`src/rtl/wb_skid_stage.sv`:
```
// wb_skid_stage: MEM->WB pipeline stage with a two-entry skid buffer.
// Latency: a request accepted at edge N appears on out_* after edge N.
// Backpressure: in_ready is registered and drops only when the skid slot is full.
//
// Ports:
//   clk, rst                     clock, asynchronous active-high reset
//   in_valid/in_ready            memory-stage handshake
//   in_wd, in_wreg, in_wdata     incoming register-file write request
//   flush                        drop every held and incoming request
//   out_valid/out_ready          write-port handshake
//   out_wd, out_wreg, out_wdata  request presented to the write port (zero when empty)
//   wb_count                     completed output handshakes that wrote a register
module wb_skid_stage #(
  parameter int DATA_W      = 32,
  parameter int REG_AW      = 5,
  parameter int CNT_W       = 32,
  parameter bit ZERO_FILTER = 1'b1
) (
  input  logic              clk,
  input  logic              rst,
  input  logic              in_valid,
  output logic              in_ready,
  input  logic [REG_AW-1:0] in_wd,
  input  logic              in_wreg,
  input  logic [DATA_W-1:0] in_wdata,
  input  logic              flush,
  output logic              out_valid,
  input  logic              out_ready,
  output logic [REG_AW-1:0] out_wd,
  output logic              out_wreg,
  output logic [DATA_W-1:0] out_wdata,
  output logic [CNT_W-1:0]  wb_count
);

  typedef struct packed {
    logic [REG_AW-1:0] wd;
    logic              wreg;
    logic [DATA_W-1:0] wdata;
  } req_t;

  // State is named by occupancy: number of valid slots.
  typedef enum logic [1:0] {
    EMPTY = 2'd0,
    ONE   = 2'd1,
    TWO   = 2'd2
  } state_t;

  state_t           state_q, state_d;
  req_t             main_q, main_d;
  req_t             skid_q, skid_d;
  logic             out_valid_q;
  logic             in_ready_q;
  logic [CNT_W-1:0] cnt_q;

  logic in_hs;
  logic out_hs;
  req_t in_req;

  assign in_hs  = in_valid && in_ready_q;
  assign out_hs = out_valid_q && out_ready;

  // Writes to register 0 keep their slot and handshake but never write.
  always_comb begin
    in_req       = '0;
    in_req.wd    = in_wd;
    in_req.wdata = in_wdata;
    in_req.wreg  = in_wreg && !(ZERO_FILTER && (in_wd == '0));
  end

  always_comb begin
    state_d = state_q;
    main_d  = main_q;
    skid_d  = skid_q;
    case (state_q)
      EMPTY: begin
        if (in_hs) begin
          state_d = ONE;
          main_d  = in_req;
        end
      end
      ONE: begin
        if (in_hs && out_hs) begin
          main_d = in_req;
        end else if (out_hs) begin
          state_d = EMPTY;
          main_d  = '0;       // empty main slot presents a NOP bubble
        end else if (in_hs) begin
          state_d = TWO;
          skid_d  = in_req;
        end
      end
      TWO: begin
        // in_ready is low here, so only the output side can move.
        if (out_hs) begin
          state_d = ONE;
          main_d  = skid_q;
          skid_d  = '0;
        end
      end
      default: begin
        state_d = EMPTY;
        main_d  = '0;
        skid_d  = '0;
      end
    endcase
    // Flush overrides everything, including this cycle's accepted input.
    if (flush) begin
      state_d = EMPTY;
      main_d  = '0;
      skid_d  = '0;
    end
  end

  always_ff @(posedge clk or posedge rst) begin
    if (rst) begin
      state_q     <= EMPTY;
      main_q      <= '0;
      skid_q      <= '0;
      out_valid_q <= 1'b0;
      in_ready_q  <= 1'b1;
    end else begin
      state_q     <= state_d;
      main_q      <= main_d;
      skid_q      <= skid_d;
      // Handshake flags are registered copies of the next occupancy, so
      // in_ready has no combinational path from out_ready.
      out_valid_q <= (state_d != EMPTY);
      in_ready_q  <= (state_d != TWO);
    end
  end

  // Counts retired writes; the coincident handshake of a flush still counts.
  always_ff @(posedge clk or posedge rst) begin
    if (rst) begin
      cnt_q <= '0;
    end else if (out_hs && main_q.wreg) begin
      cnt_q <= cnt_q + 1'b1;
    end
  end

  assign in_ready  = in_ready_q;
  assign out_valid = out_valid_q;
  assign out_wd    = main_q.wd;
  assign out_wreg  = main_q.wreg;
  assign out_wdata = main_q.wdata;
  assign wb_count  = cnt_q;

endmodule

```
`config.mk`:
```
export PLATFORM = sky130hd
export DESIGN_NAME = wb_skid_stage
export DESIGN_NICKNAME = d
export VERILOG_FILES = /design/src/rtl/wb_skid_stage.sv
export SDC_FILE = /design/constraint.sdc
export NUM_CORES = 1
export LEC_CHECK = 0
export ABC_AREA = 0
export BUFFER_PORTS_ARGS = -buffer_cell sky130_fd_sc_hd__buf_2
export CAP_MARGIN = 40
export CELL_PAD_IN_SITES_DETAIL_PLACEMENT = 1
export CELL_PAD_IN_SITES_GLOBAL_PLACEMENT = 1
export CORE_ASPECT_RATIO = 1.25
export CORE_MARGIN = 4
export CORE_UTILIZATION = 38
export CTS_CLUSTER_DIAMETER = 200
export DETAILED_ROUTE_END_ITERATION = 7
export PLACE_DENSITY = 0.79
export SYNTH_ARGS = -nofsm -noshare
export SYNTH_HDL_FRONTEND = slang
export SYNTH_SLANG_ARGS = --single-unit
```
`constraint.sdc`:
```
create_clock -name clk -period 3.1 [get_ports clk]
set_input_delay 0.31 -clock clk [delete_from_list [all_inputs] [get_ports clk]]
set_output_delay 0.31 -clock clk [all_outputs]
set_load 0.01 [all_outputs]
```
==> reports/results.tsv <==
stage	metric	value	unit
die	io pins	115	
timing	slew margin rel.	46.31	%
setup_path	Register-to-Register Setup Slack	0.89	ns
placement	port bufs	114	
setup_path	type of element launching the critical path	register	
synthesis	Synth async-reset ratio	100.0	%
die	Die ar.	15340	µm²
setup_path	delay of the slowest cell on the worst path	0.68	ns
global_route	vias in the first global route	4252	
hold_path	type of the most critical hold path	input port to register	
timing	final worst setup slack	0.8885	ns
setup_path	Worst Setup End Kind	register	
drt	initial DRC count	217	
placement	post-placement cell count	717	
synthesis	Syn Area/Cell	11.20	µm²
drt	drt pass-1 iters	6	
synthesis	post-synthesis sequential area ratio	55.01	%
setup_path	Arr. time, crit path	2.47	ns
finish	share of cells above drive strength 1	26.82	%
finish	Area Overhead vs Synth	20.67	%
clock_network	post-cts sizing count	0	
die	Starting Density	38.70	%
timing	total negative slack	0	ns
synthesis	Main synth FF type	dfrtp_1	
finish	antenna fix cells	0	
timing	final setup fails	0	
clock_network	Sink Count	112	
die	total core area	13170	µm²
drt	Routed Antenna Nets	0	
timing	Peak Freq	452.2	MHz
drt	Vias/cell	5.350	
drt	drt total wl	13.74	mm
pwr	Max rail drop VDD	0.3394	mV
finish	Final Core Density	46.69	%
placement	dpl ws	0.9939	ns
synthesis	Mapped Nets	499	
timing	Final Hold Fails	0	
clock_network	Num CTS Buffers	9	
synthesis	Synth cell types	41	
timing	RSZ-0062 raised after global routing	no	
clock_network	CTS Buffer Depth	2	
finish	Final Non-Filler Cells	734	
placement	final weighted congestion in routability-driven placement	0.8113	
drt	Vias	3927	
global_route	initial antenna violation count	1	
clock_network	Clock Latency Late Sink	0.34	ns
setup_path	WP data required	3.35	ns
drt	drt wl/cell	18.72	µm
timing	Post-Route Skew	0.008024	ns
timing	Slew Limit Fails	0	
status	status	completed	
pwr	Cell Pwr Density	544.9	nW/µm²
setup_path	slowest library cell on the worst path	a21oi_4	
die	Site Rows	47	
placement	hpwl dp	9.519	mm
timing	Tightest Pin Transition	0.8010	ns
pwr	Leak	0.003046	µW
clock_network	clk slew on worst S/H paths	0.08	ns
synthesis	EDFF count, synth	0	
synthesis	synthesis-stage register bit count	112	
timing	period utilisation layout	71.34	%
drt	drt drc	0	
clock_network	Root Buffer	clkbuf_16	
finish	Nets	602	
flow_run	Max-Cap Viols	0	
timing	Final min period	2.212	ns
synthesis	synth warn	0	
global_route	grt ovf	0	
setup_path	CP Class	register to register	
synthesis	post-synthesis cell count	455	
global_route	first-pass GRT wire length	22.21	mm
global_route	global-route usage over all layers	18.09	%
synthesis	cell area after synthesis	5097	µm²
clock_network	number of H-tree levels	3	
setup_path	crit-path cells	nand4_1, a21oi_4, buf_4, a22oi_1, o2bb2ai_1	
clock_network	CTS tree	done	
die	Die Wd	111.6	µm
die	Die Y	137.5	µm
global_route	largest net degree at the start of global routing	75	
setup_path	crit path max fanout	26	
==> cell usage in the layout (no fill, tap or decap), types with 2 or more instances in the layout <==
cell type / n
a21oi_1: 2
a21oi_4: 2
a22oi_1: 37
and2_1: 4
and3_1: 5
and4_1: 4
buf_12: 3
buf_2: 114
buf_4: 5
clkbuf_16: 9
clkbuf_8: 2
clkinvlp_4: 3
dfrtp_1: 111
inv_1: 39
mux2_2: 2
mux2i_1: 37
nand2_1: 49
nand3_1: 13
nand4_1: 15
nor2_1: 8
nor3_1: 5
o21bai_4: 2
o2bb2ai_1: 38
xnor2_1: 26
xor2_1: 6
==> power breakdown <==
| part | internal, µW | switching [µW] | leakage (µW) |
|---|---|---|---|
| logic | 221 | 356 | 0.00138 |
| registers | 1560 | 86.6 | 0.00154 |
| clock network | 591 | 534 | 0.000135 |
==> cells by family after synthesis <==
family                   synth area share [%]
AND/OR/NAND/NOR                         11.27
flip-flops                              55.01
AO/OA/AOI/OAI                           13.77
buffers and inverters                   6.504
multiplexers                            7.707
XOR/XNOR                                5.498
adder cells (fa/ha/maj)                0.2454
==> state kept, by name, summed over array words and instances, names as in the netlist <==
| signal | count |
|---|---|
| skid_q | 38 |
| in_ready | 1 |
| out_wd | 5 |
| out_wdata | 32 |
| state_q | 2 |
| wb_count | 32 |
| out_valid | 1 |
| out_wreg | 1 |
==> layer usage <==
layer	vias up	global-route usage, %	wire (µm)
met5	-	0	7
met4	2	4.462	127
met3	9	5.228	849
met2	102	31.19	6862
met1	2012	22.56	5890
li1	1802	-	-
==> worst paths after layout <==
path	start	to	depth (start not counted)
max in group asynchronous	rst	in_ready$_DFF_PP1_	5
max	in_ready$_DFF_PP1_	out_wdata[10]$_DFFE_PP0P_	5
max reg2reg	in_ready$_DFF_PP1_	out_wdata[10]$_DFFE_PP0P_	5
min in group asynchronous	rst	out_wdata[28]$_DFFE_PP0P_	3
min	in_wdata[0]	skid_q[0]$_DFFE_PP0P_	3
min reg2reg	out_wdata[19]$_DFFE_PP0P_	out_wdata[19]$_DFFE_PP0P_	1
==> area by class of cell <==
class / instances / area, µm²
Fill cell: 1444 / 7022
Sequential cell: 112 / 2804
Multi-Input combinational cell: 272 / 2016
Timing Repair Buffer: 123 / 678.2
Clock buffer: 12 / 256.5
Tap cell: 171 / 214.0
Inverter: 40 / 153.9
Clock inverter: 4 / 28.78
==> cell usage after synthesis (2+ instances only) <==
master	count	area, µm²
mux2i_1	37	370.4
nor3_1	5	25.02
and4_1	4	35.03
nand3_1	13	65.06
xor2_1	6	52.55
dfrtp_1	111	2778
inv_1	40	150.1
xnor2_1	26	227.7
clkbuf_1	6	22.52
and2_1	4	25.02
nand4_1	15	93.84
a22oi_1	37	277.8
o21bai_1	2	15.01
nor2_1	9	33.78
buf_6	3	33.78
mux2_2	2	22.52
nand2_1	49	183.9
a21oi_1	3	15.01
o2bb2ai_1	38	332.8
buf_2	15	75.07
and3_1	5	31.28
buf_4	6	45.04
==> metrics by stage <==
stage	area, µm²	power, µW	hold WS (ns)
2_1_floorplan	5101	2020	0.3757
3_3_place_gp	5836	2222	0.4590
3_5_place_dp	5856	2256	0.2646
4_1_cts	6151	3385	0.2064
5_1_grt	6151	3518	0.2159
6_report	6151	3352	0.2171
==> worst max-delay path, delay by kind of cell (launching register included) <==
kind	cells	cell delay (ns)
AND/OR/NAND/NOR	1	0.16
AO/OA/AOI/OAI	3	1.02
flip-flops	1	0.58
buffers and inverters	1	0.34
==> what timing repair did <==
item | in CTS | in global routing
setup buffers | 0 | 0
endpoints found under the hold margin | 8 | 0
hold buffers | 1 | 0
(Power assumes the default switching activity.)
